`config.mk`:
```
export PLATFORM = sky130hd
export DESIGN_NAME = if_id_hazard_reg
export DESIGN_NICKNAME = d
export VERILOG_FILES = /design/src/rtl/if_id_hazard_reg.sv
export SDC_FILE = /design/constraint.sdc
export NUM_CORES = 1
export LEC_CHECK = 0
export ABC_AREA = 1
export CAP_MARGIN = 10
export CORE_MARGIN = 2
export CORE_UTILIZATION = 44
export DETAILED_ROUTE_END_ITERATION = 8
export MAX_ROUTING_LAYER = met4
export PLACE_DENSITY_LB_ADDON = 0.15
export SETUP_SLACK_MARGIN = 0.3
export SYNTH_ARGS = -nofsm -noshare
export SYNTH_HDL_FRONTEND = slang
export SYNTH_SLANG_ARGS = --single-unit
```
`constraint.sdc`:
```
create_clock -name clk -period 2.2 [get_ports clk]
set_input_delay 0.22 -clock clk [delete_from_list [all_inputs] [get_ports clk]]
set_output_delay 0.22 -clock clk [all_outputs]
set_load 0.05 [all_outputs]
```
`src/rtl/if_id_hazard_reg.sv`:
```
// ============================================================================
// Module   : if_id_hazard_reg
// Purpose  : IF/ID pipeline register with load-use / branch-operand hazard
//            detection, stall/flush control and saturating event counters.
// Revision : 1.0 - initial release
// ============================================================================
`default_nettype none

module if_id_hazard_reg #(
    parameter int          CNT_W     = 16,
    parameter logic [31:0] NOP_INSTR = 32'h0000_0000
) (
    input  logic             clk,
    input  logic             rst_n,
    input  logic [31:0]      instr_i,
    input  logic [31:0]      pc_plus4_i,
    input  logic             branch_taken_i,
    input  logic             ex_mem_read_i,
    input  logic             ex_reg_write_i,
    input  logic [4:0]       ex_rd_i,
    input  logic             mem_mem_read_i,
    input  logic [4:0]       mem_rd_i,
    output logic [31:0]      instr_o,
    output logic [31:0]      pc_plus4_o,
    output logic             valid_o,
    output logic             PC_Write_o,
    output logic             id_stall_o,
    output logic [CNT_W-1:0] stall_cnt_o,
    output logic [CNT_W-1:0] flush_cnt_o
);

    localparam logic [5:0]       c_op_rtype = 6'h00;
    localparam logic [5:0]       c_op_beq   = 6'h04;
    localparam logic [5:0]       c_op_addi  = 6'h08;
    localparam logic [5:0]       c_op_lw    = 6'h23;
    localparam logic [5:0]       c_op_sw    = 6'h2B;
    localparam logic [CNT_W-1:0] c_cnt_max  = {CNT_W{1'b1}};

    logic [31:0]      r_instr;
    logic [31:0]      r_pc_plus4;
    logic             r_valid;
    logic [CNT_W-1:0] r_stall_cnt;
    logic [CNT_W-1:0] r_flush_cnt;

    logic [5:0] w_op;
    logic [4:0] w_rs;
    logic [4:0] w_rt;
    logic       w_uses_rs;
    logic       w_uses_rt;
    logic       w_is_beq;
    logic       w_h1;
    logic       w_h2;
    logic       w_h3;
    logic       w_stall;

    assign w_op     = r_instr[31:26];
    assign w_rs     = r_instr[25:21];
    assign w_rt     = r_instr[20:16];
    assign w_is_beq = (w_op == c_op_beq);

    always_comb begin
        w_uses_rs = 1'b0;
        w_uses_rt = 1'b0;
        case (w_op)
            c_op_rtype, c_op_beq, c_op_sw: begin
                w_uses_rs = 1'b1;
                w_uses_rt = 1'b1;
            end
            c_op_lw, c_op_addi: w_uses_rs = 1'b1;
            default: ;
        endcase
    end

    // $0 is hard-wired zero and never creates a true dependency.
    function automatic logic f_match(input logic [4:0] r,
                                     input logic [4:0] rs,
                                     input logic [4:0] rt,
                                     input logic       use_rs,
                                     input logic       use_rt);
        return (r != 5'd0) && ((use_rs && (r == rs)) || (use_rt && (r == rt)));
    endfunction

    assign w_h1 = ex_mem_read_i &&
                  f_match(ex_rd_i, w_rs, w_rt, w_uses_rs, w_uses_rt);
    assign w_h2 = w_is_beq && ex_reg_write_i && !ex_mem_read_i &&
                  f_match(ex_rd_i, w_rs, w_rt, w_uses_rs, w_uses_rt);
    assign w_h3 = w_is_beq && mem_mem_read_i &&
                  f_match(mem_rd_i, w_rs, w_rt, w_uses_rs, w_uses_rt);

    // A flushed slot carries no instruction, so it can never stall.
    assign w_stall = r_valid && (w_h1 || w_h2 || w_h3);

    always_ff @(posedge clk) begin
        if (!rst_n) begin
            r_instr     <= NOP_INSTR;
            r_pc_plus4  <= 32'd0;
            r_valid     <= 1'b0;
            r_stall_cnt <= '0;
            r_flush_cnt <= '0;
        end else if (w_stall) begin
            // Stall wins over a taken branch: the branch decision is stale.
            if (r_stall_cnt != c_cnt_max) begin
                r_stall_cnt <= r_stall_cnt + 1'b1;
            end
        end else if (branch_taken_i) begin
            r_instr    <= NOP_INSTR;
            r_pc_plus4 <= 32'd0;
            r_valid    <= 1'b0;
            if (r_flush_cnt != c_cnt_max) begin
                r_flush_cnt <= r_flush_cnt + 1'b1;
            end
        end else begin
            r_instr    <= instr_i;
            r_pc_plus4 <= pc_plus4_i;
            r_valid    <= 1'b1;
        end
    end

    assign instr_o     = r_instr;
    assign pc_plus4_o  = r_pc_plus4;
    assign valid_o     = r_valid;
    assign PC_Write_o  = !w_stall;
    assign id_stall_o  = w_stall;
    assign stall_cnt_o = r_stall_cnt;
    assign flush_cnt_o = r_flush_cnt;

endmodule

`default_nettype wire

```
==> impl_metrics.toml <==
[synth]
ys.flop_type = "dfxtp_1"
mappedNetlistNets = 745
synth_enable_flop_cells = 0
ys_seq_area_share_pct = 41.1
synth.most_common_cell = "nand2_1"
synth.area.mux_share_pct = 0
synth_top_family_by_area = "simple AND/OR/NAND/NOR gates"
netlist_area_mm2 = 0.00473
synth_xor_area_share_pct = 6.11
synth_commonest_cells = "nand2_1 (159), dfxtp_1 (97), a21oi_1 (89), nand3_1 (86), inv_1 (48)"
synth_top_area_share_pct = 41.1
synth_compound_area_share_pct = 10.8
ys_top_cells_by_area = "dfxtp_1 (41%), nand2_1 (13%), a21oi_1 (9.4%)"
synth_fa_ha_area_share_pct = 0.529
synth_seq_cells = 97
yosysTopAreaCell = "dfxtp_1"
async_flop_share_pct = 0
yosys.area_share.simple_pct = 32.3
synthCells = 663
synth_area_per_cell_um2 = 7.13
yosysUniqueCellTypes = 30
yosys_warnings = 0

[critical_path]
critPathArrivalTime_ns = 1.94
cp.required_ns = 1.98
r2r_start = "instr_o[21]"
reg2reg_depth = 18
r2r_slack_ns = 0.09
startpoint_type = "input pin"
path_max_fanout = 5
path_class = "in -> out"
r2r-end = "flush_cnt_o[11]"
cp-end-kind = "output port"

[die]
fp.dieH_um = 108
dieArea_mm2 = 0.0116
start_util_pct = 45.6
core-area_mm2 = 0.0104
die_w_um = 108
std_cell_rows = 37
pin_count = 179

[power_and_ir_drop]
leakage_uw = 0.00296
power.density_mw_per_mm2 = 494
vdd_drop_max_mv = 0.426

[sta]
setup_violations = 0
slew_headroom_pct = 62.4
worst_pin_slew_ns = 0.563
rsz0062_at_grt = "yes"
min_period_ns = 2.16
skew_ns = 0.0137
slew_viol_final = 0
fin_ws_ns = 0.0393
fmax_ghz = 0.463
holdWs_ns = 0.410
finalHoldViolCount = 0
fin_crit_sh_pct = 98.2

[global_route]
antenna_found_initial = 0
grt_max_degree = 65
grt_pass1_vias = 4967
grt_pass1_wl_mm = 23.1
grt_use_total_pct = 25.5
overflow = 0

[clock_tree]
cts_tree = "built"
cts.sinks = 97
clk_pin_slew_ns = 0.10
root_buffer = "clkbuf_8"
clkLatencyLatePin_ns = 0.37
htreeDepth = 3
cts_buffer_depth = 2
cts-buffers-inserted = 9
cts_hold_buffers = 0

[routing]
top_layer_used = "met4"
routed_wirelength_mm = 15.3
vias = 5297
drt_iter0_drc = 253
wl_met2_mm = 7.43
dr.pass1.iters = 4
wl_met3_mm = 1.11
m1WireLength_mm = 6.39
ant_nets = 0
vias_per_cell = 5.30
drc = 0
wl_per_cell_um = 15.3

[layout]
layout-drive-gt1-share_pct = 18.2
fin_area_mm2 = 0.00752
regArea_mm2 = 0.00199
finalNonFillerCells = 1000
num-nets-final = 941
nFillCells = 819
multi_input_area_mm2 = 0.00259
n_antenna_cell = 0
area_growth_pct = 59.2

[worst_hold_path]
hold_depth = 3
min-delay-start = "pc_plus4_i[26]"
hold_end = "pc_plus4_o[26]"
hold_path_class = "in -> reg"

[outcome]
outcome = "complete, no violations"

[run]
maxCapViolCount = 0

[place]
dp_cells = 962
hpwl_mm = 10.3
pre_cts_ws_ns = -0.0733
placed_area_mm2 = 0.00679
io_buffers = 178
gp_congestion = 0.918
## layout make-up
class                      instances  area share, %
multi-input combinational        474           34.4
timing repair buffer             224           31.5
sequential                        97           26.4
inverter                          53           2.81
tap                              136           2.26
clock buffer                      10           1.83
clock inverter                     6          0.665
## timing repair
action,4_1_cts,5_1_grt
cloned,1,3
pin swaps,15,13
gates resized for setup,34,54
setup endpoints to repair,58,101
setup buffers,15,3
## kinds of logic (layout without fill, tap and decap cells)
family,count (synthesis),count (layout)
xor+xnor,33,33
simple gates,339,339
flops,97,97
compound gates,100,100
fa+ha+maj,2,2
buf+inv,92,293
## power by group
part / total [uW] / internal [uW] / switching, uW / leakage, uW
sequential: 1850 / 1810 / 42.6 / 0.000806
combinational: 740 / 329 / 411 / 0.00206
clock: 1120 / 455 / 668 / 0.0000895
total: 3710 / 2590 / 1120 / 0.00296
## registers in the layout, summed over array words and instances, names as in the netlist
name         count
flush_cnt_o     16
instr_o         32
pc_plus4_o      32
stall_cnt_o     16
valid_o          1
## placed cells by master (no fill, tap or decap), drive strengths merged
cell type	n
a21oi	90
buf	46
clkbuf	12
clkdlybuf4s50	169
clkinv	3
clkinvlp	2
dfxtp	97
dlygate4sd2	1
dlymetal6s2s	6
ha	2
inv	54
nand2	162
nand3	87
nand3b	2
nand4	35
nor2	39
nor3	11
nor4	3
o211ai	2
o21a	1
o21ai	7
xnor2	14
xor2	19
## worst max-delay path, cell delays in order
cell and delay, ns:
clkdlybuf4s50_1 0.51, inv_1 0.08, nand2_1 0.06, nand4_1 0.14, nor2_2 0.16, nand2_1 0.08
nand2_2 0.08, nand2_2 0.06, nand2_4 0.08, nand2_4 0.05, buf_12 0.14, buf_8 0.12
buf_12 0.13
## metrics by stage
step | util, % | setup TNS [ns] | power, uW
global route | 72.6 | -0.272 | 3860
finish | 72.6 | 0 | 3710
CTS | 70.0 | 0 | 3700
floorplan | - | 0 | 2250
detailed placement | 65.5 | -1.56 | 2570
global placement | 65.5 | -0.190 | 2560
## routing by layer
metal	track usage [%]	vias to the layer above
met5	-	-
met4	9.62	0
met3	5.39	26
met2	41.1	205
met1	31.5	2459
li1	-	2607
## worst max path at each step
stage / start / to / slack [ns] / depth (start not counted)
after floorplan: stall_cnt_o[0] / stall_cnt_o[7] / 0.31 / 11
after global placement: mem_rd_i[2] / instr_o[1] / -0.04 / 11
after detailed placement: mem_rd_i[2] / instr_o[27] / -0.07 / 11
after CTS: instr_o[22] / PC_Write_o / 0.03 / 14
after global routing: instr_o[22] / PC_Write_o / -0.04 / 14
final: mem_rd_i[1] / PC_Write_o / 0.04 / 13
Power figures use the tool's default switching activity.
